--- config.mk ---
export PLATFORM = sky130hd
export DESIGN_NAME = sequenciador_abc_flat
export DESIGN_NICKNAME = d
export VERILOG_FILES = /design/src/rtl/sequenciador_abc_if.sv /design/src/rtl/sequenciador_abc.sv /design/src/flat_wrapper.sv
export SDC_FILE = /design/constraint.sdc
export NUM_CORES = 1
export LEC_CHECK = 0
export CAP_MARGIN = 25
export CORE_ASPECT_RATIO = 0.8
export CORE_MARGIN = 10
export CORE_UTILIZATION = 50
export DETAILED_ROUTE_END_ITERATION = 10
export GPL_ROUTABILITY_DRIVEN = 0
export GPL_TIMING_DRIVEN = 0
export PLACE_DENSITY = 0.79
export SYNTH_ARGS = -nofsm -noshare
export SYNTH_HDL_FRONTEND = slang
export SYNTH_SLANG_ARGS = --single-unit
export TNS_END_PERCENT = 50
--- constraint.sdc ---
create_clock -name clk -period 2.4 [get_ports clk]
set_input_delay 0.72 -clock clk [delete_from_list [all_inputs] [get_ports clk]]
set_output_delay 0.72 -clock clk [all_outputs]
set_load 0.1 [all_outputs]
--- src/rtl/sequenciador_abc_if.sv ---
// rtl/sequenciador_abc_if.sv - control and stimulus-code bundle of the ABC sequencer
interface sequenciador_abc_if;
  logic start;
  logic pause;
  logic dir;
  logic A;
  logic B;
  logic C;
  logic valid;
  logic busy;
  logic done;

  modport master (
    output start, pause, dir,
    input  A, B, C, valid, busy, done
  );

  modport slave (
    input  start, pause, dir,
    output A, B, C, valid, busy, done
  );
endinterface

--- src/rtl/sequenciador_abc.sv ---
// rtl/sequenciador_abc.sv - sweeps the 3-bit code {C,A,B} through all 8 values, DIV cycles each
module sequenciador_abc #(
  parameter int unsigned DIV = 4
) (
  input logic            clk,
  input logic            rst_n,
  sequenciador_abc_if.slave bus
);

  typedef enum logic [1:0] {IDLE, RUN, PAUSE, DONE} state_t;

  localparam logic [3:0] PRESC_LAST = 4'(DIV - 1);

  state_t     state, state_nxt;
  logic [3:0] presc, presc_nxt;
  logic [2:0] step, step_nxt;
  logic [2:0] code, code_nxt;
  logic       dir_q, dir_nxt;
  logic       valid_q, valid_nxt;
  logic       busy_q, busy_nxt;
  logic       done_q, done_nxt;

  // A cycle counts toward the sweep only when sweeping and not held by pause.
  // Leaving PAUSE is itself a counting cycle, so each paused cycle costs exactly one.
  logic active;
  logic terminal;
  assign active   = ((state == RUN) || (state == PAUSE)) && !bus.pause;
  assign terminal = (presc == PRESC_LAST);

  // State and registered datapath/outputs; reset clears everything without a clock.
  always_ff @(posedge clk or negedge rst_n) begin
    if (!rst_n) begin
      state   <= IDLE;
      presc   <= '0;
      step    <= '0;
      code    <= '0;
      dir_q   <= 1'b0;
      valid_q <= 1'b0;
      busy_q  <= 1'b0;
      done_q  <= 1'b0;
    end else begin
      state   <= state_nxt;
      presc   <= presc_nxt;
      step    <= step_nxt;
      code    <= code_nxt;
      dir_q   <= dir_nxt;
      valid_q <= valid_nxt;
      busy_q  <= busy_nxt;
      done_q  <= done_nxt;
    end
  end

  // Next-state: pause wins over a terminal count; DONE always falls back to IDLE.
  always_comb begin
    state_nxt = state;
    case (state)
      IDLE:       if (bus.start) state_nxt = RUN;
      RUN, PAUSE: begin
        if (bus.pause)                        state_nxt = PAUSE;
        else if (terminal && (step == 3'd7))  state_nxt = DONE;
        else                                  state_nxt = RUN;
      end
      DONE:       state_nxt = IDLE;
      default:    state_nxt = IDLE;
    endcase
  end

  // Next values of counters, code and output flags; outputs are registered from these.
  always_comb begin
    presc_nxt = presc;
    step_nxt  = step;
    code_nxt  = code;
    dir_nxt   = dir_q;
    valid_nxt = 1'b0;
    if ((state == IDLE) && bus.start) begin
      dir_nxt   = bus.dir;
      code_nxt  = {3{bus.dir}};
      presc_nxt = '0;
      step_nxt  = '0;
      valid_nxt = 1'b1;
    end else if (active) begin
      if (terminal) begin
        if (step != 3'd7) begin
          code_nxt  = dir_q ? (code - 3'd1) : (code + 3'd1);
          step_nxt  = step + 3'd1;
          presc_nxt = '0;
          valid_nxt = 1'b1;
        end
      end else begin
        presc_nxt = presc + 4'd1;
      end
    end
    busy_nxt = (state_nxt == RUN) || (state_nxt == PAUSE);
    done_nxt = (state_nxt == DONE);
  end

  assign bus.C     = code[2];
  assign bus.A     = code[1];
  assign bus.B     = code[0];
  assign bus.valid = valid_q;
  assign bus.busy  = busy_q;
  assign bus.done  = done_q;

endmodule
--- src/flat_wrapper.sv ---
// flat-port wrapper written by rule: the top's interface ports become plain ports
module sequenciador_abc_flat 
#(
  parameter int unsigned DIV = 4
)
  (clk, rst_n, bus_start, bus_pause, bus_dir, bus_A, bus_B, bus_C, bus_valid, bus_busy, bus_done);
  sequenciador_abc_if bus_i ();
  input logic clk;
  input logic rst_n;
  input wire logic [$bits(bus_i.start)-1:0] bus_start;
  input wire logic [$bits(bus_i.pause)-1:0] bus_pause;
  input wire logic [$bits(bus_i.dir)-1:0] bus_dir;
  output wire logic [$bits(bus_i.A)-1:0] bus_A;
  output wire logic [$bits(bus_i.B)-1:0] bus_B;
  output wire logic [$bits(bus_i.C)-1:0] bus_C;
  output wire logic [$bits(bus_i.valid)-1:0] bus_valid;
  output wire logic [$bits(bus_i.busy)-1:0] bus_busy;
  output wire logic [$bits(bus_i.done)-1:0] bus_done;
  assign bus_i.start = bus_start;
  assign bus_i.pause = bus_pause;
  assign bus_i.dir = bus_dir;
  assign bus_A = bus_i.A;
  assign bus_B = bus_i.B;
  assign bus_C = bus_i.C;
  assign bus_valid = bus_i.valid;
  assign bus_busy = bus_i.busy;
  assign bus_done = bus_i.done;
  sequenciador_abc #(.DIV(DIV)) u_core (.clk(clk), .rst_n(rst_n), .bus(bus_i));
endmodule
# After elaboration in Yosys (flattened, before gate mapping)
# Index checks and enable logic that the tools add are counted.
[word_totals]
register_bits = 16
latchBits = 0
ram_bits = 0
rom_bits = 0
in_bits = 5
out_inout_bits = 6
word_cells = 56
n_memories = 0
[classes]
addsub = 4
multipliers = 0
div_mod_pow = 0
n_lt_le_gt_ge = 0
n_eq_ne = 10
shifts = 0
mux = 21
bitwise_logic = 0
reduce_logical = 13
[ops]
columns = ["cell", "count"]
rows = [
  ["$mux W3", 9],
  ["$mux W4", 4],
  ["$eq A2 B2 Y1 const B", 4],
  ["$add A3 B1 Y3 const B", 2],
  ["$mux W2", 3],
  ["$ne A3 B3 Y1 const B", 2],
  ["$pmux W2 S3", 1],
  ["$reduce_bool A2 Y1", 3],
  ["$add A4 B1 Y4 const B", 1],
  ["$eq A2 B1 Y1 const B", 2],
  ["$eq A4 B2 Y1 const B", 1],
  ["$mux W1", 4],
  ["$eq A3 B3 Y1 const B", 1],
  ["$logic_and A1 B1 Y1", 3],
  ["$reduce_and A3 Y1", 1],
  ["$sub A3 B1 Y3 const B", 1],
  ["$logic_not A2 Y1", 1],
  ["$logic_or A1 B1 Y1", 2],
  ["$reduce_and A2 Y1", 1],
  ["$reduce_or A2 Y1", 1],
  ["$logic_not A1 Y1", 1],
]

# Longest topological paths before layout
[depth]
word_depth = 7
depth_mapped = 6
depth_no_buf = 6

# Worst setup path before layout
# No wires, ideal clock.
[synth_path]
path_type = "register -> register"
startpoint = "register u_core.code[0]"
endpoint = "register u_core.code[2]"
setup_time_ns = 0.082
arrival_time_ns = 2.245
required_time_ns = 2.318
setup_slack_ns = 0.073
stages_incl_launch_ff = 6
path_buffers = 0
period_less_slack_ns = 2.327
path_cell_list = "dfrtp_1 inv_1 fa_1 xor2_1 or4_1 a31oi_1"
[synth_between]
elab_chain_cells = 6
word_cells_on_any_way = 7
cone_classes = "2 x add/sub; 5 x mux"
[synth_rtl]
columns = ["item", "line_no", "source"]
rows = [
  ["start: declaration", "sequenciador_abc.sv:17", "logic [2:0] code, code_nxt;"],
  ["start signal: assignment", "sequenciador_abc.sv:45", "code <= code_nxt;"],
  ["$add A3 B1 Y3 / $sub A3 B1 Y3 (equally long branches)", "sequenciador_abc.sv:84", "code_nxt = dir_q ? (code - 3'd1) : (code + 3'd1);"],
  ["$mux W3 *", "sequenciador_abc.sv:84", ""],
  ["$mux W3 *", "sequenciador_abc.sv:83", "if (step != 3'd7) begin"],
  ["$mux W3 *", "sequenciador_abc.sv:82", "if (terminal) begin"],
  ["$mux W3 *", "sequenciador_abc.sv:81", "end else if (active) begin"],
  ["$mux W3 *", "sequenciador_abc.sv:75", "if ((state == IDLE) && bus.start) begin"],
]
# Every way passes the cells marked *; elsewhere a longest branch is shown, timed or not. The select of a mux whose other input is x is not followed.
# A chain may end at the register's enable or synchronous reset.

# Final worst setup path
[layout_path]
startpoint = "register u_core.code[1]"
endpoint = "output bus_A"
[layout_lines]
columns = ["item", "line_no", "source"]
rows = [
  ["end: declaration", "flat_wrapper.sv:13", "output wire logic [$bits(bus_i.A)-1:0] bus_A;"],
]
# No word-level cell between the ends.

==> results_dict.tcl <==
set metrics [dict create \
    yosysTopAreaCell "dfrtp_1" \
    min_period_over_period_pct 96.3 \
    holdWs_ns 0.555 \
    netlist_top_cells_area "dfrtp_1 (49%), ha_1 (9.1%), o21ai_0 (7.9%)" \
    p_per_area_mw_per_mm2 1340 \
    area_delta_synth_final_pct 19.1 \
    yosys_warnings 0 \
    core_mm2 0.00159 \
    holdPathEnd "u_core.step[1]" \
    first_pass_iters 4 \
    clk_latency_ns 0.30 \
    min_path_cells 2 \
    p_leak_nw 0.436 \
    cts_inserted_buffers 3 \
    maxCapViolCount 0 \
    die_h_um 56.2 \
    initial_core_util_pct 51.5 \
    vias_per_cell 5.66 \
    crit_fanout 3 \
    ir_worst_vdd_mv 0.642 \
    ys_ff_latch 16 \
    num_rows 13 \
    grt_max_degree 17 \
    ys_seq_area_share_pct 48.8 \
    layout_common_cells "dfrtp_1 (16), o21ai_0 (13)" \
    rsz0062_at_grt "false" \
    hold_buffers 0 \
    finalSetupViolCount 0 \
    period_needed_ns 2.31 \
    worst-path-buf-inv 1 \
    layout-drive-gt1-share_pct 6.32 \
    grt_overflow 0 \
    io_pins 11 \
    cp-start-kind "flop" \
    arrival_ns 1.59 \
    chipWidth_um 65.3 \
    track_usage_pct 10.1 \
    syn-num-nets 93 \
    max_freq_ghz 0.433 \
    utilization_pct 61.3 \
    ff2ff_setup_slack_ns 0.31 \
    die_area_mm2 0.00367 \
    ctsHtreeMaxLevel 1 \
    status "finished, final reports clean" \
    path_clk_slew_ns 0.11 \
    rr_startpoint "u_core.step[0]" \
    synth_top_area_share_pct 48.8 \
    slew_headroom_pct 34.1 \
    fill_cells 143 \
    drc 0 \
    timing.rr.end "u_core.code[2]" \
    cts_num_sinks 16 \
    crit_family "buffers and inverters" \
    synth_cell_types 24 \
    n_antenna_cell 0 \
    hold_path.startpoint "u_core.step[1]" \
    dr_total_vias 662 \
    final_common_cell "dfrtp_1" \
    cts-root-buf "clkbuf_4" \
    slew_violations 0 \
    hp-class "reg -> reg" \
    antenna_found_initial 0 \
    final_net_count 108 \
    slowest_stage "dlygate4sd2_1" \
    wl_per_cell_um 14.8 \
    r2r_cells 6 \
    fin_total_pwr_w 0.00131 \
    avgSynthCellArea_um2 10.1 \
    syn-instance-count 81 \
    grt_pass1_vias 630 \
    worst_slew_pin_slew_ns 0.992 \
    cts_tree "yes" \
    cp-end-kind "primary output" \
    hpwl_um 1270 \
    detail-route-antenna-nets 0 \
    cts_buffer_depth 2 \
    first_iter_violations 25 \
    synth_area_um2 821 \
    grt_pass1_wl_um 2950 \
    skew_ns 0.0172 \
    cpPeakStageDelay_ns 0.89 \
    hold_viol_final 0 \
    port_buffers 10 \
    cts_post_setup_buffers_inserted 0 \
    crit_required_ns 1.68 \
    crit_type "reg -> out" \
    crit_chain "dlygate4sd2_1" \
    wl_um 1740 \
]
[cells in the mapped netlist]
| master | count |
|---|---|
| or4_1 | 1 |
| a31oi_1 | 3 |
| inv_1 | 6 |
| nand2_1 | 4 |
| dfrtp_1 | 16 |
| or4b_1 | 1 |
| nor2_1 | 1 |
| a21oi_1 | 6 |
| and4bb_2 | 1 |
| clkbuf_1 | 2 |
| nand2b_1 | 1 |
| o31ai_1 | 2 |
| or3_1 | 4 |
| nor3b_1 | 2 |
| and2_1 | 1 |
| o211ai_1 | 1 |
| ha_1 | 6 |
| or3b_1 | 2 |
| xor2_1 | 1 |
| o21ai_0 | 13 |
| nand3_1 | 4 |
| o22ai_1 | 1 |
| buf_2 | 1 |
| fa_1 | 1 |
[area by class of cell]
class | count | area, um^2 | share of cell area [%]
clock buffers | 4 | 36.3 | 3.71
flip-flops and latches | 16 | 400 | 41.0
inverters | 6 | 22.5 | 2.30
well taps | 22 | 27.5 | 2.82
repair buffers | 10 | 92.6 | 9.48
multi-input cells | 56 | 385 | 39.4
plain buffers | 3 | 12.5 | 1.28
[how the worst max path moves through the flow]
stage	start	endpoint	slack (ns)	cells past startpoint
4_1_cts	u_core.code[1]	bus_A	0.09	1
3_5_place_dp	bus_pause	u_core.code[2]	-0.10	5
5_1_grt	u_core.code[1]	bus_A	0.05	1
3_3_place_gp	bus_pause	u_core.code[2]	-0.06	5
6_report	u_core.code[1]	bus_A	0.09	1
2_1_floorplan	u_core.code[0]	u_core.code[2]	0.07	5
[report_power, final]
group | internal [W] | total [W] | switching [W] | leakage [nW]
Clock | 0.0000926 | 0.000183 | 0.0000906 | 0.0210
Sequential | 0.000350 | 0.000394 | 0.0000447 | 0.205
Combinational | 0.000166 | 0.000728 | 0.000562 | 0.209
Total | 0.000609 | 0.00131 | 0.000697 | 0.436
[metal layers]
metal,track usage [%],wire [um]
met5,0,0
met4,1.83,11
met3,4.83,103
met2,16.3,841
met1,11.8,778
[registers in the layout, summed over array words and instances, names as in the netlist]
| register | cells |
|---|---|
| u_core.bus.busy | 1 |
| u_core.bus.done | 1 |
| u_core.bus.valid | 1 |
| u_core.code | 3 |
| u_core.dir_q | 1 |
| u_core.presc | 4 |
| u_core.state | 2 |
| u_core.step | 3 |
[timing repair]
item | 4_1_cts | 5_1_grt
setup endpoints to repair | 6 | 0
hold endpoints to repair | 0 | 0
gates resized for setup | 6 | 0
[logic make-up after synthesis]
logic type,Yosys count,synth area share [%]
flops,16,48.8
simple gates,22,16.9
xor+xnor,1,1.07
compound gates,26,17.4
fa+ha+maj,7,11.6
buf+inv,9,4.27
[stage by stage]
step	instances	area [um^2]	setup TNS [ns]	setup slack, ns
global route	117	977	0	0.0508
global placement	113	948	-0.0634	-0.0634
detailed placement	113	948	-0.103	-0.103
floorplan	81	821	0	0.0728
finish	117	977	0	0.0888
CTS	117	977	0	0.0884
No activity file was read; power rests on OpenSTA's default activity.
